==> src/rtl/mux2_rr_arbiter.sv <==
// mux2_rr_arbiter: round-robin arbiter/sequencer in front of a shared M-bit 2:1 mux.
// Two valid/ready/last requesters compete for one registered output stage.
// A grant is held for a whole packet (until last) or until QUANTUM beats have been sent.
//
// Ports
//   mux2_rr_arbiter_port_clk       in   1  clock, rising edge
//   mux2_rr_arbiter_port_rst_n     in   1  asynchronous active-low reset
//   mux2_rr_arbiter_port_v0/d0/l0  in   requester 0 valid / data[M] / last
//   mux2_rr_arbiter_port_r0        out  requester 0 ready (combinational)
//   mux2_rr_arbiter_port_v1/d1/l1  in   requester 1 valid / data[M] / last
//   mux2_rr_arbiter_port_r1        out  requester 1 ready (combinational)
//   mux2_rr_arbiter_port_out_v     out  output beat valid (registered)
//   mux2_rr_arbiter_port_out_d     out  output beat data [M] (registered)
//   mux2_rr_arbiter_port_out_l     out  output last (registered)
//   mux2_rr_arbiter_port_out_src   out  source requester of output beat (registered)
//   mux2_rr_arbiter_port_out_rdy   in   downstream ready
//   mux2_rr_arbiter_port_sel       out  live mux select, 1 while requester 1 holds the grant

module mux2_rr_arbiter #(
   parameter int unsigned M       = 16,
   parameter int unsigned QUANTUM = 8
) (
   input  logic         mux2_rr_arbiter_port_clk,
   input  logic         mux2_rr_arbiter_port_rst_n,
   input  logic         mux2_rr_arbiter_port_v0,
   input  logic [M-1:0] mux2_rr_arbiter_port_d0,
   input  logic         mux2_rr_arbiter_port_l0,
   output logic         mux2_rr_arbiter_port_r0,
   input  logic         mux2_rr_arbiter_port_v1,
   input  logic [M-1:0] mux2_rr_arbiter_port_d1,
   input  logic         mux2_rr_arbiter_port_l1,
   output logic         mux2_rr_arbiter_port_r1,
   output logic         mux2_rr_arbiter_port_out_v,
   output logic [M-1:0] mux2_rr_arbiter_port_out_d,
   output logic         mux2_rr_arbiter_port_out_l,
   output logic         mux2_rr_arbiter_port_out_src,
   input  logic         mux2_rr_arbiter_port_out_rdy,
   output logic         mux2_rr_arbiter_port_sel
);

   localparam int unsigned CW = (QUANTUM > 1) ? $clog2(QUANTUM) : 1;
   localparam logic [CW-1:0] CNT_LAST = CW'(QUANTUM - 1);

   typedef enum logic [1:0] {
      IDLE = 2'd0,
      G0   = 2'd1,
      G1   = 2'd2
   } state_t;

   state_t          state_q, state_d;
   logic            ptr_q, ptr_d;
   logic [CW-1:0]   cnt_q, cnt_d;

   logic            granted_c;
   logic            cur_c;
   logic            cur_v_c;
   logic            cur_l_c;
   logic            other_v_c;
   logic            rdy_c;
   logic            accept_c;
   logic            rel_data_c;
   logic            rel_empty_c;
   logic [M-1:0]    mux_d_c;

   // Decode of the current grant and the handshake with the granted requester.
   assign granted_c   = (state_q == G0) || (state_q == G1);
   assign cur_c       = (state_q == G1);
   assign cur_v_c     = cur_c ? mux2_rr_arbiter_port_v1 : mux2_rr_arbiter_port_v0;
   assign cur_l_c     = cur_c ? mux2_rr_arbiter_port_l1 : mux2_rr_arbiter_port_l0;
   assign other_v_c   = cur_c ? mux2_rr_arbiter_port_v0 : mux2_rr_arbiter_port_v1;
   assign rdy_c       = !mux2_rr_arbiter_port_out_v || mux2_rr_arbiter_port_out_rdy;
   assign accept_c    = granted_c && cur_v_c && rdy_c;
   // Release after a beat (last or quantum used up) or when a fresh grant has nothing to send.
   assign rel_data_c  = accept_c && (cur_l_c || (cnt_q == CNT_LAST));
   assign rel_empty_c = granted_c && !cur_v_c && (cnt_q == '0);

   assign mux2_rr_arbiter_port_r0  = (state_q == G0) && rdy_c;
   assign mux2_rr_arbiter_port_r1  = (state_q == G1) && rdy_c;
   assign mux2_rr_arbiter_port_sel = cur_c;

   // Shared datapath mux, steered by the live grant.
   muxnx2 #(.M(M)) u_mux (
      .a   (mux2_rr_arbiter_port_d0),
      .b   (mux2_rr_arbiter_port_d1),
      .sel (cur_c),
      .y   (mux_d_c)
   );

   // State, round-robin pointer and beat counter.
   always_ff @(posedge mux2_rr_arbiter_port_clk or negedge mux2_rr_arbiter_port_rst_n) begin
      if (!mux2_rr_arbiter_port_rst_n) begin
         state_q <= IDLE;
         ptr_q   <= 1'b0;
         cnt_q   <= '0;
      end else begin
         state_q <= state_d;
         ptr_q   <= ptr_d;
         cnt_q   <= cnt_d;
      end
   end

   // Next-state logic.
   always_comb begin
      state_d = state_q;
      ptr_d   = ptr_q;
      cnt_d   = cnt_q;
      case (state_q)
         IDLE: begin
            if (mux2_rr_arbiter_port_v0 || mux2_rr_arbiter_port_v1) begin
               cnt_d = '0;
               if (mux2_rr_arbiter_port_v0 && mux2_rr_arbiter_port_v1) begin
                  state_d = ptr_q ? G1 : G0;
               end else begin
                  state_d = mux2_rr_arbiter_port_v1 ? G1 : G0;
               end
            end
         end
         G0, G1: begin
            if (accept_c) begin
               cnt_d = cnt_q + CW'(1);
            end
            if (rel_data_c || rel_empty_c) begin
               cnt_d = '0;
               ptr_d = !cur_c;
               // Hand straight over to the other side, or keep streaming, without a bubble.
               if (other_v_c) begin
                  state_d = cur_c ? G0 : G1;
               end else if (rel_data_c && cur_v_c) begin
                  state_d = state_q;
               end else begin
                  state_d = IDLE;
               end
            end
         end
         default: begin
            state_d = IDLE;
         end
      endcase
   end

   // One-stage output register; a same-cycle drain and accept keeps out_v high.
   always_ff @(posedge mux2_rr_arbiter_port_clk or negedge mux2_rr_arbiter_port_rst_n) begin
      if (!mux2_rr_arbiter_port_rst_n) begin
         mux2_rr_arbiter_port_out_v   <= 1'b0;
         mux2_rr_arbiter_port_out_d   <= '0;
         mux2_rr_arbiter_port_out_l   <= 1'b0;
         mux2_rr_arbiter_port_out_src <= 1'b0;
      end else if (accept_c) begin
         mux2_rr_arbiter_port_out_v   <= 1'b1;
         mux2_rr_arbiter_port_out_d   <= mux_d_c;
         mux2_rr_arbiter_port_out_l   <= cur_l_c;
         mux2_rr_arbiter_port_out_src <= cur_c;
      end else if (mux2_rr_arbiter_port_out_v && mux2_rr_arbiter_port_out_rdy) begin
         mux2_rr_arbiter_port_out_v   <= 1'b0;
      end
   end

endmodule

// muxnx2: M-bit 2:1 mux, y = sel ? b : a.
//   a, b  in  M  data inputs
//   sel   in  1  select
//   y     out M  selected data (combinational)
module muxnx2 #(
   parameter int unsigned M = 16
) (
   input  logic [M-1:0] a,
   input  logic [M-1:0] b,
   input  logic         sel,
   output logic [M-1:0] y
);

   assign y = sel ? b : a;

endmodule

==> config.mk <==
export PLATFORM = sky130hd
export DESIGN_NAME = mux2_rr_arbiter
export DESIGN_NICKNAME = d
export VERILOG_FILES = /design/src/rtl/mux2_rr_arbiter.sv
export SDC_FILE = /design/constraint.sdc
export NUM_CORES = 1
export LEC_CHECK = 0
export BUFFER_PORTS_ARGS = -buffer_cell sky130_fd_sc_hd__buf_2
export CAP_MARGIN = 10
export CORE_MARGIN = 2
export CORE_UTILIZATION = 48
export CTS_BUF_LIST = sky130_fd_sc_hd__clkbuf_8
export CTS_CLUSTER_SIZE = 24
export DETAILED_ROUTE_END_ITERATION = 10
export PLACE_DENSITY_LB_ADDON = 0.1
export SLEW_MARGIN = 10
export SYNTH_ARGS = -nofsm -noshare
export SYNTH_HDL_FRONTEND = slang
export SYNTH_SLANG_ARGS = --single-unit
==> constraint.sdc <==
create_clock -name mux2_rr_arbiter_port_clk -period 2.76 [get_ports mux2_rr_arbiter_port_clk]
set_input_delay 0.69 -clock mux2_rr_arbiter_port_clk [delete_from_list [all_inputs] [get_ports mux2_rr_arbiter_port_clk]]
set_output_delay 0.69 -clock mux2_rr_arbiter_port_clk [all_outputs]
set_load 0.01 [all_outputs]
* Yosys cells after proc, flatten, opt, wreduce, memory -nomap -nowiden
Index checks and enable logic that the tools add are counted.
Storage, ports and cells: register bits 25, RAM bits 0, bits in latches 0, memories kept 0, memory bits (read-only) 0, word-level logic and storage cells 60
Operators by class: reduce and logical (&&, ||, !) cells 26, multiplexer cells 19, multiply operators 0, eq/ne operators 7, $lt $le $gt $ge 0, $add $sub $neg 1, divide/modulo/power cells 0, shift operators 0, bitwise operators 0
Operators with widths (count):
- $mux 16 | 1
- $mux 2 | 8
- $logic_and 1x1->1 | 10
- $mux 3 | 3
- $ne 3x3->1 const B | 2
- $pmux 3 s2 | 1
- $reduce_and 3->1 | 2
- $logic_or 1x1->1 | 5
- $mux 1 | 5
- $ne 2x2->1 const B | 2
- $pmux 2 s2 | 1
- $reduce_bool 2->1 | 2
- $add 3x1->3 const B | 1
- $eq 3x3->1 const B | 1
- $logic_not 1->1 | 3
- $logic_not 3->1 | 1
- $eq 2x1->1 const B | 1
- $eq 2x2->1 const B | 1
- $logic_not 2->1 | 1
- $reduce_and 2->1 | 1
- $reduce_or 2->1 | 1

* Longest topological paths before layout
Gate-level depths: netlist of the first run.
depth after elaboration 10, gate-level depth with buffers 8, mapped depth without buffers 7

* Cells and area by module
From an unflattened synthesis of the first run, not the netlist that was laid out.
Second synthesis, totals: cells, all modules 119, area total of the unflattened synthesis 1472.7 um2
Modules (own cells, without submodules):
- mux2_rr_arbiter | cells each 101, sequential area each 625.6 um2, instances 1, area each 1223.7 um2
- muxnx2 | cells each 18, sequential area each 0.0 um2, instances 1, area each 249.0 um2

* Worst setup path after synthesis of the first run
OpenSTA, ideal clock, no wires.
kind reg-to-reg, from register state_q[0], to register state_q[0], data required time 2632 ps, buffers on the path 0, arrival time 2149 ps, cell stages (with the launch flop) 8, path slack 484 ps, path through dfrtp_1 > inv_1 > ha_1 > mux2_4 > or3_1 > and3_4 > nor3_4 > mux2_1
On the way: longest elaborated chain between the ends 8
RTL lines:
- start: declaration | RTL line 50 | state_t state_q, state_d;
- start signal: assignment | RTL line 96 | state_q <= state_d;
- $eq 2x2->1 (*) | RTL line 67 | assign cur_c = (state_q == G1);
- net mux2_rr_arbiter_port_sel | RTL line 38 | output logic mux2_rr_arbiter_port_sel
- $mux 1 / $logic_or 1x1->1 (equally long branches) | RTL line 68, 66
- $logic_and 1x1->1 / $logic_not 1->1 (equally long branches) | RTL line 72, 75
- $logic_and 1x1->1 (on tied branches) | RTL line 72, 75
- $logic_and 1x1->1 (on tied branches) | RTL line 74, 75
- $logic_and 1x1->1 / $logic_or 1x1->1 (equally long branches) | RTL line 128, 122
- $ne 3x3->1 (no source line) / $ne 2x2->1 (equally long branches)
- $reduce_and 3->1 (no source line)
Mark *: on every way through the listed nets, which the timed path passes. The rest lies on a longest branch. The select of a mux whose other input is x is not followed. A chain may end at the register's enable or synchronous reset.

* Worst setup path after layout of the first run
from register state_q[0], to output port mux2_rr_arbiter_port_r1
On the way: longest elaborated chain between the ends 2
RTL lines:
- $eq 2x2->1 | RTL line 78 | assign mux2_rr_arbiter_port_r1 = (state_q == G1) && rdy_c;
- $logic_and 1x1->1 | RTL line 78
- end: declaration | RTL line 32 | output logic mux2_rr_arbiter_port_r1,
No other way between the ends.

==> impl_metrics.csv, run 1 <==
group,metric,value,unit
global_routing,grt_pass1_wl,4860,um
flow_run,cap_violations,0,
logic_synthesis,syn_area,1350,um2
die,io_pins,61,
drt,wl_per_cell,12.7,um
logic_synthesis,synth_area_leader_cell,"dfrtp_1",
global_routing,antenna_found_initial,0,
placed_design,place.gp.congestion,0.853,
logic_synthesis,synth_common_cells,"28 x nand2_1, 25 x dfrtp_1, 20 x o21ai_0, 17 x mux2i_1, 8 x ha_1",
power_and_ir_drop,p_leak,0.905,nW
drt,wl,2880,um
drt,drc,0,
logic_synthesis,synth_seq_cells,25,
clock_network,h-tree-depth,1,
logic_synthesis,synth_area_leaders,"dfrtp_1 46%, mux2i_1 13%, nand2_1 7.8%",
die,rows,19,
global_routing,grt_pass1_vias,1144,
global_routing,grt_util_all_layers,0.188,
sta,rsz0062_at_grt,"no",
logic_synthesis,synth-edff-count,0,
global_routing,grt_max_degree,26,
logic_synthesis,syn_inst,135,
status,status,"complete, no violations",
worst_setup_path,rr_endpoint,"state_q[0]",
sta,fmax,421,MHz
placed_design,placed_area,1690,um2
cells_and_area,nNetsFinal,244,
sta,setup_viol,0,
die,start_util,0.499,
drt,drtPass1Iterations,4,
drt,vias,1179,
global_routing,grt_overflow,0,
power_and_ir_drop,p_per_area,1080,nW/um2
logic_synthesis,yosysUniqueCellTypes,24,
die,die_area,3260,um2
cells_and_area,instances_no_fill,227,
power_and_ir_drop,vdd.ir_drop.worst,0.598,mV
cells_and_area,syn_to_final_growth,28.5,%
sta,fin_crit,2.37,ns
cells_and_area,drive_above_1_share,0.378,
sta,final.setup.tns,0,ns
sta,slew_headroom,0.639,
clock_network,cts_setup_buffers,0,
placed_design,io_buffers,60,
die,fp.dieH,57.1,um
worst_setup_path,arrival,1.68,ns
worst_setup_path,startpoint_type,"flop",
logic_synthesis,yosysSeqAreaShare,0.463,
worst_setup_path,cp_max_fo,20,
die,placeableCoreArea,2710,um2
worst_setup_path,r2r_start,"state_q[0]",
clock_network,insertion_delay,0.26,ns
sta,hold_viol,0,
cells_and_area,diodes,0,
logic_synthesis,async_reset_ff_frac,1.00,
logic_synthesis,syn_avg_cell_area,10.0,um2
clock_network,cts_buffers,3,
clock_network,clk_path_buf_depth,2,
placed_design,dp_cells,223,
sta,finalClockSkew,0.00155,ns
sta,slew_viol_final,0,
logic_synthesis,yosys_warnings,0,
worst_setup_path,rr_worst_depth,7,
clock_network,cts-root-buf,"clkbuf_8",
worst_setup_path,endpoint_kind,"output port",
drt,postRouteAntennaNets,0,
logic_synthesis,yosysMostFrequentCell,"nand2_1",
worst_setup_path,required,2.07,ns
clock_network,cts.repair.resized,0,
sta,final.period_utilization,0.860,
logic_synthesis,ys.flop_type,"dfrtp_1",
cells_and_area,stdcell_area,1740,um2
drt,drt_iter0_markers,40,
clock_network,cts_hold_buf,0,
clock_network,cts.clk_slew.worst_paths,0.09,ns
clock_network,cts.sinks,25,
drt,vias_per_cell,5.19,
clock_network,cts_tree,"built",
hold_path,hold_path.class,"input pin to asynchronous set/reset pin",
worst_setup_path,crit_type,"flop to output port",
placed_design,hpwl,2290,um
worst_setup_path,r2r_slack,0.41,ns
sta,worst_pin_slew,0.541,ns
logic_synthesis,synth_top_area_share,0.463,
die,dieWidth,57.1,um
logic_synthesis,synth_nets,182,
==> state kept, by name, indices dropped and copies added, names as in the netlist <==
name / cells
mux2_rr_arbiter_port_out_d: 16
cnt_q: 3
state_q: 2
mux2_rr_arbiter_port_out_l: 1
mux2_rr_arbiter_port_out_src: 1
mux2_rr_arbiter_port_out_v: 1
ptr_q: 1
==> how the worst max path moves through the flow <==
stage                             from                      end  cells after the start  slack (ns)
2_1_floorplan               state_q[0]               state_q[0]                      7        0.48
3_3_place_gp   mux2_rr_arbiter_port_v0               state_q[0]                      6        0.43
3_5_place_dp   mux2_rr_arbiter_port_v0               state_q[1]                      6        0.39
4_1_cts                     state_q[0]  mux2_rr_arbiter_port_r1                      5        0.38
5_1_grt                     state_q[0]               state_q[1]                      7        0.29
6_report                    state_q[0]  mux2_rr_arbiter_port_r1                      5        0.39
==> power breakdown <==
group / leakage, nW / internal, mW / switching (mW)
Combinational: 0.571 / 0.466 / 0.571
Clock: 0.0217 / 0.102 / 0.113
Sequential: 0.312 / 0.535 / 0.0872
==> critical path: stages, from the launching register on <==
cell and delay [ns]:
dfrtp_1 0.42, inv_1 0.12, ha_1 0.24, buf_4 0.33, and2_1 0.17, buf_2 0.12
==> cells by family (layout without fill, tap and decap cells) <==
kind of cell | count (synthesis) | in the layout | synth area share
and+or+nand+nor | 43 | 43 | 0.153
AOI/OAI and AO/OA | 25 | 25 | 0.0991
DFF | 25 | 25 | 0.463
muxes | 23 | 23 | 0.179
buffers and inverters | 11 | 72 | 0.0324
adders and majority gates | 8 | 8 | 0.0741
==> cell type report <==
class	instances	area [um2]
Sequential cell	25	626
Clock inverter	1	7.51
Tap cell	31	38.8
Multi-Input combinational cell	99	682
Timing Repair Buffer	63	323
Inverter	5	18.8
Fill cell	242	973
Clock buffer	3	41.3
==> placed cells by master (no fill, tap or decap), types with 4 or more instances in the layout <==
master and instances:
o21ai_0 20, dfrtp_1 25, ha_1 8, buf_2 60, nand2b_1 4, mux2i_1 17
nand2_1 28, inv_1 5
==> metal layers <==
layer / wire length [um] / share of wire / global-route usage
met1: 1120 / 0.39 / 0.220
met3: 209 / 0.073 / 0.0408
met5: 0 / 0 / 0
met2: 1520 / 0.53 / 0.351
met4: 25 / 0.0087 / 0.0432
==> per-stage QoR <==
| step | setup slack [ns] | total power [mW] | hold WS (ns) | util |
|---|---|---|---|---|
| final | 0.386 | 1.87 | 0.397 | 0.641 |
| after global routing | 0.293 | 2.06 | 0.425 | 0.641 |
| after CTS | 0.376 | 1.91 | 0.424 | 0.641 |
| after detailed placement | 0.393 | 1.69 | 0.468 | 0.623 |
| after global placement | 0.435 | 1.64 | 0.458 | 0.623 |
| after floorplan | 0.484 | 1.34 | 0.394 | - |
(Power assumes the default switching activity.)
==> run 2, diff against run 1 <==
--- a/constraint.sdc
+++ b/constraint.sdc
@@ -3,2 +3,2 @@
 set_output_delay 0.69 -clock mux2_rr_arbiter_port_clk [all_outputs]
-set_load 0.01 [all_outputs]
+set_load 0.02 [all_outputs]
==> impl_metrics.csv, run 2 (synthesis gave the netlist of run 1 again) <==
group,metric,value,unit
power_and_ir_drop,vdd.ir_drop.worst,0.696,mV
drt,wl_met1,1160,um
sta,fmax,419,MHz
power_and_ir_drop,p_switching,0.888,mW
worst_setup_path,endpoint_kind,"output port",
cells_and_area,fillers,251,
die,rows,19,
cells_and_area,nNetsFinal,244,
drt,wl_met3,155,um
power_and_ir_drop,p_comb_frac,0.577,
sta,worst_pin_slew,0.534,ns
global_routing,grt_pass1_vias,1107,
cells_and_area,layout_common_cells,"60 x buf_2, 28 x nand2_1, 25 x dfrtp_1",
power_and_ir_drop,p_leak,0.905,nW
global_routing,grt_max_degree,26,
cells_and_area,drive_above_1_share,0.378,
placed_design,place.gp.congestion,0.848,
worst_setup_path,crit_type,"flop to output port",
drt,drtPass1Iterations,4,
power_and_ir_drop,p_per_area,1150,nW/um2
clock_network,cts_hold_buf,0,
sta,final.setup.tns,0,ns
worst_setup_path,slowest_stage,"dfrtp_1",
worst_setup_path,worstPathCellList,"inv_1 > ha_1 > buf_4 > and2_1 > buf_2",
die,die_area,3260,um2
die,placeableCoreArea,2710,um2
sta,slew_viol_final,0,
sta,final.period_utilization,0.865,
drt,wl_per_cell,12.6,um
die,io_pins,61,
clock_network,clk_path_buf_depth,2,
sta,fin_crit,2.39,ns
clock_network,cts_tree,"built",
clock_network,insertion_delay,0.27,ns
global_routing,antenna_found_initial,0,
drt,wl,2850,um
power_and_ir_drop,p_sw_frac,0.445,
sta,setup_viol,0,
cells_and_area,top_regs,"mux2_rr_arbiter_port_out_d (16), cnt_q (3), state_q (2)",
sta,slew_headroom,0.644,
worst_setup_path,cp_max_fo,20,
cells_and_area,area.sequential,626,um2
clock_network,cts.sinks,25,
clock_network,cts_setup_buffers,0,
power_and_ir_drop,seq_power_share,0.314,
clock_network,cts-root-buf,"clkbuf_8",
flow_run,cap_violations,0,
placed_design,io_buffers,60,
hold_path,hold_path.class,"input pin to asynchronous set/reset pin",
placed_design,pre_cts_slack,0.386,ns
status,status,"complete, no violations",
sta,finalClockSkew,0.00377,ns
worst_setup_path,cpPeakStageDelay,0.42,ns
worst_setup_path,startpoint_type,"flop",
drt,vias,1144,
clock_network,cts.clk_slew.worst_paths,0.09,ns
worst_setup_path,required,2.07,ns
drt,highest_layer,"met4",
cells_and_area,multi_input_area,682,um2
clock_network,cts_buffers,3,
global_routing,grt_util_all_layers,0.189,
global_routing,grt_pass1_wl,4740,um
placed_design,hpwl,2240,um
drt,vias_per_cell,5.04,
clock_network,cts.repair.resized,0,
die,start_util,0.499,
cells_and_area,syn_to_final_growth,28.5,%
drt,drc,0,
power_and_ir_drop,internal_power,1.10,mW
drt,wl_met2,1500,um
cells_and_area,diodes,0,
sta,fin_ws,0.372,ns
sta,hold_viol,0,
cells_and_area,largest_reg_flops,16,
die,dieWidth,57.1,um
die,fp.dieH,57.1,um
cells_and_area,final_common_cell,"buf_2",
drt,drt_iter0_markers,33,
drt,postRouteAntennaNets,0,
sta,rsz0062_at_grt,"no",
worst_setup_path,arrival,1.70,ns
global_routing,grt_overflow,0,
cells_and_area,largest-register,"mux2_rr_arbiter_port_out_d",
clock_network,h-tree-depth,1,
power_and_ir_drop,p_clk_frac,0.109,
## run 2: per-layer routing
layer	vias to the layer above	global-route usage
met5	-	0
met4	0	0.0797
met3	2	0.0295
met2	34	0.342
met1	532	0.221
li1	576	-
## run 2: worst max-delay path: cells and delay by family, from the launching register on
| kind | cells | cell delay [ns] |
|---|---|---|
| buffers and inverters | 3 | 0.60 |
| flip-flops | 1 | 0.42 |
| adder cells (fa/ha/maj) | 1 | 0.24 |
| AND/OR/NAND/NOR | 1 | 0.17 |
## run 2: final cells by class
cell class              count  share of cell area
repair buffers             63               0.186
inverters                   5              0.0108
flip-flops and latches     25               0.360
clock buffers               3              0.0238
clock inverters             1             0.00432
multi-input cells          99               0.393
well taps                  31              0.0223
## run 2: through the flow
| step | power (mW) | hold slack (ns) | utilization | cell area (um2) | std cells |
|---|---|---|---|---|---|
| final | 1.99 | 0.394 | 0.641 | 1740 | 227 |
| after global routing | 2.18 | 0.425 | 0.641 | 1740 | 227 |
| after CTS | 2.02 | 0.411 | 0.641 | 1740 | 227 |
| after detailed placement | 1.79 | 0.467 | 0.623 | 1690 | 223 |
| after global placement | 1.75 | 0.458 | 0.623 | 1690 | 223 |
| after floorplan | 1.45 | 0.394 | - | 1350 | 135 |
## run 2: final timing paths
| check | slack (ns) | startpoint | depth (start not counted) | end |
|---|---|---|---|---|
| hold / removal | 0.39 | mux2_rr_arbiter_port_rst_n | 1 | mux2_rr_arbiter_port_out_l |
| hold reg to reg | 0.49 | mux2_rr_arbiter_port_out_d[5] | 2 | mux2_rr_arbiter_port_out_d[5] |
| min in group mux2_rr_arbiter_port_clk | 0.49 | mux2_rr_arbiter_port_out_d[5] | 2 | mux2_rr_arbiter_port_out_d[5] |
| setup / recovery | 0.37 | state_q[0] | 5 | mux2_rr_arbiter_port_r1 |
| setup reg to reg | 0.41 | state_q[0] | 7 | state_q[0] |
| max in group asynchronous | 2.01 | mux2_rr_arbiter_port_rst_n | 1 | mux2_rr_arbiter_port_out_v |
## run 2: power by group through the flow
stage | Clock (mW) | Combinational, mW | Sequential [mW]
finish | 0.217 | 1.15 | 0.626
global route | 0.245 | 1.29 | 0.646
CTS | 0.228 | 1.17 | 0.628
detailed placement | 0 | 1.16 | 0.635
global placement | 0 | 1.13 | 0.625
floorplan | 0 | 0.668 | 0.787
==> run 3, diff against run 2 <==
- PLACE_DENSITY_LB_ADDON: 0.1 -> 0.08
- REMOVE_ABC_BUFFERS: default -> 1
- clock period: 2.76 -> 2.7 ns (I/O delays scaled with it)
==> impl_metrics.csv, run 3 (synthesis gave the netlist of run 1 again) <==
group,metric,value,unit
worst_setup_path,rr_endpoint,"state_q[0]",
power_and_ir_drop,vdd.ir_drop.worst,0.869,mV
cells_and_area,instances_no_fill,228,
global_routing,grt_max_degree,26,
sta,holdWs,0.386,ns
clock_network,insertion_delay,0.27,ns
placed_design,io_buffers,60,
die,dieWidth,57.1,um
sta,setup_viol,0,
drt,wl_per_cell,12.3,um
drt,vias,1157,
worst_setup_path,r2r_slack,0.30,ns
worst_setup_path,endpoint_kind,"flop",
global_routing,grt_util_all_layers,0.195,
status,status,"complete, no violations",
drt,postRouteAntennaNets,0,
clock_network,cts.clk_slew.worst_paths,0.09,ns
sta,slew_viol_final,0,
drt,wl,2810,um
drt,drtPass1Iterations,4,
worst_setup_path,startpoint_type,"flop",
power_and_ir_drop,p_per_area,1170,nW/um2
clock_network,cts.sinks,25,
global_routing,grt_overflow,0,
cells_and_area,top_regs,"mux2_rr_arbiter_port_out_d (16), cnt_q (3), state_q (2)",
clock_network,cts_setup_buffers,0,
worst_setup_path,rr_worst_depth,7,
power_and_ir_drop,p_leak,0.914,nW
worst_setup_path,arrival,2.55,ns
cells_and_area,drive_above_1_share,0.381,
cells_and_area,utilization,0.643,
clock_network,cts.repair.resized,0,
drt,vias_per_cell,5.07,
clock_network,clk_path_buf_depth,2,
worst_setup_path,r2r_start,"state_q[0]",
placed_design,hpwl,2300,um
flow_run,cap_violations,0,
clock_network,cts_buffers,3,
placed_design,place.gp.congestion,0.867,
cells_and_area,largest-register,"mux2_rr_arbiter_port_out_d",
worst_setup_path,crit_type,"flop to flop",
die,placeableCoreArea,2710,um2
sta,worst_pin_slew,0.560,ns
global_routing,grt_pass1_wl,5030,um
die,io_pins,61,
cells_and_area,final_common_cell,"buf_2",
cells_and_area,syn_to_final_growth,28.9,%
cells_and_area,nNetsFinal,245,
die,rows,19,
cells_and_area,largest_reg_flops,16,
global_routing,grt_pass1_vias,1158,
die,start_util,0.499,
clock_network,h-tree-depth,1,
sta,rsz0062_at_grt,"no",
placed_design,dp_cells,224,
sta,finalClockSkew,0.00891,ns
cells_and_area,diodes,0,
sta,final.period_utilization,0.887,
worst_setup_path,required,2.86,ns
drt,drt_iter0_markers,18,
cells_and_area,layout_common_cells,"60 x buf_2, 28 x nand2_1, 25 x dfrtp_1",
global_routing,antenna_found_initial,0,
worst_setup_path,cp_max_fo,4,
clock_network,cts_hold_buf,0,
clock_network,cts-root-buf,"clkbuf_8",
drt,drc,0,
sta,fin_crit,2.40,ns
sta,fmax,417,MHz
die,fp.dieH,57.1,um
die,die_area,3260,um2
hold_path,hold_path.class,"input pin to asynchronous set/reset pin",
sta,slew_headroom,0.627,
clock_network,cts_tree,"built",
sta,hold_viol,0,
-- run 3: cell count changes in the layout (fill, tap and decap cells not counted), sizes merged --
cell | before | now
buf | 63 | 64
clkinv | 0 | 1
clkinvlp | 1 | 0
-- run 3: worst max-delay path by stage --
stage	startpoint	to	slack [ns]	cells past startpoint
6_report	state_q[0]	state_q[0]	0.30	7
5_1_grt	state_q[0]	state_q[0]	0.16	7
4_1_cts	state_q[0]	state_q[0]	0.29	7
3_5_place_dp	state_q[0]	state_q[0]	0.30	7
3_3_place_gp	mux2_rr_arbiter_port_v0	state_q[0]	0.38	6
2_1_floorplan	state_q[0]	cnt_q[0]	-0.22	7
-- run 3: power breakdown --
part           internal (mW)  switching, mW
sequential             0.547         0.0917
combinational          0.484          0.697
clock                  0.103          0.116
-- run 3: through the flow --
step | area (um2) | setup slack (ns) | setup TNS [ns] | total power, mW
5_1_grt | 1740 | 0.159 | 0 | 2.22
6_report | 1740 | 0.304 | 0 | 2.04
2_1_floorplan | 1330 | -0.219 | -1.35 | 1.47
3_3_place_gp | 1700 | 0.385 | 0 | 1.80
4_1_cts | 1740 | 0.288 | 0 | 2.07
3_5_place_dp | 1700 | 0.298 | 0 | 1.84
-- run 3: layout make-up --
type / count / area (um2)
fill: 253 / 968
multi-input combinational: 99 / 682
sequential: 25 / 626
timing repair buffer: 64 / 330
clock buffer: 3 / 41.3
tap: 31 / 38.8
inverter: 5 / 18.8
clock inverter: 1 / 5.00
-- run 3: layer usage --
metal,global-route usage,vias up,part of all wire
met1,0.240,541,0.42
met2,0.353,30,0.53
met3,0.0340,2,0.047
met4,0.0532,0,0.0028
li1,-,584,-
met5,0,-,0
-- run 3: critical path, stage by stage, from the launching register on --
cell,delay [ns]
dfrtp_1,0.42
inv_1,0.12
ha_1,0.26
mux2_4,0.35
or3_1,0.40
and3_4,0.22
nor3_4,0.19
mux2_1,0.34
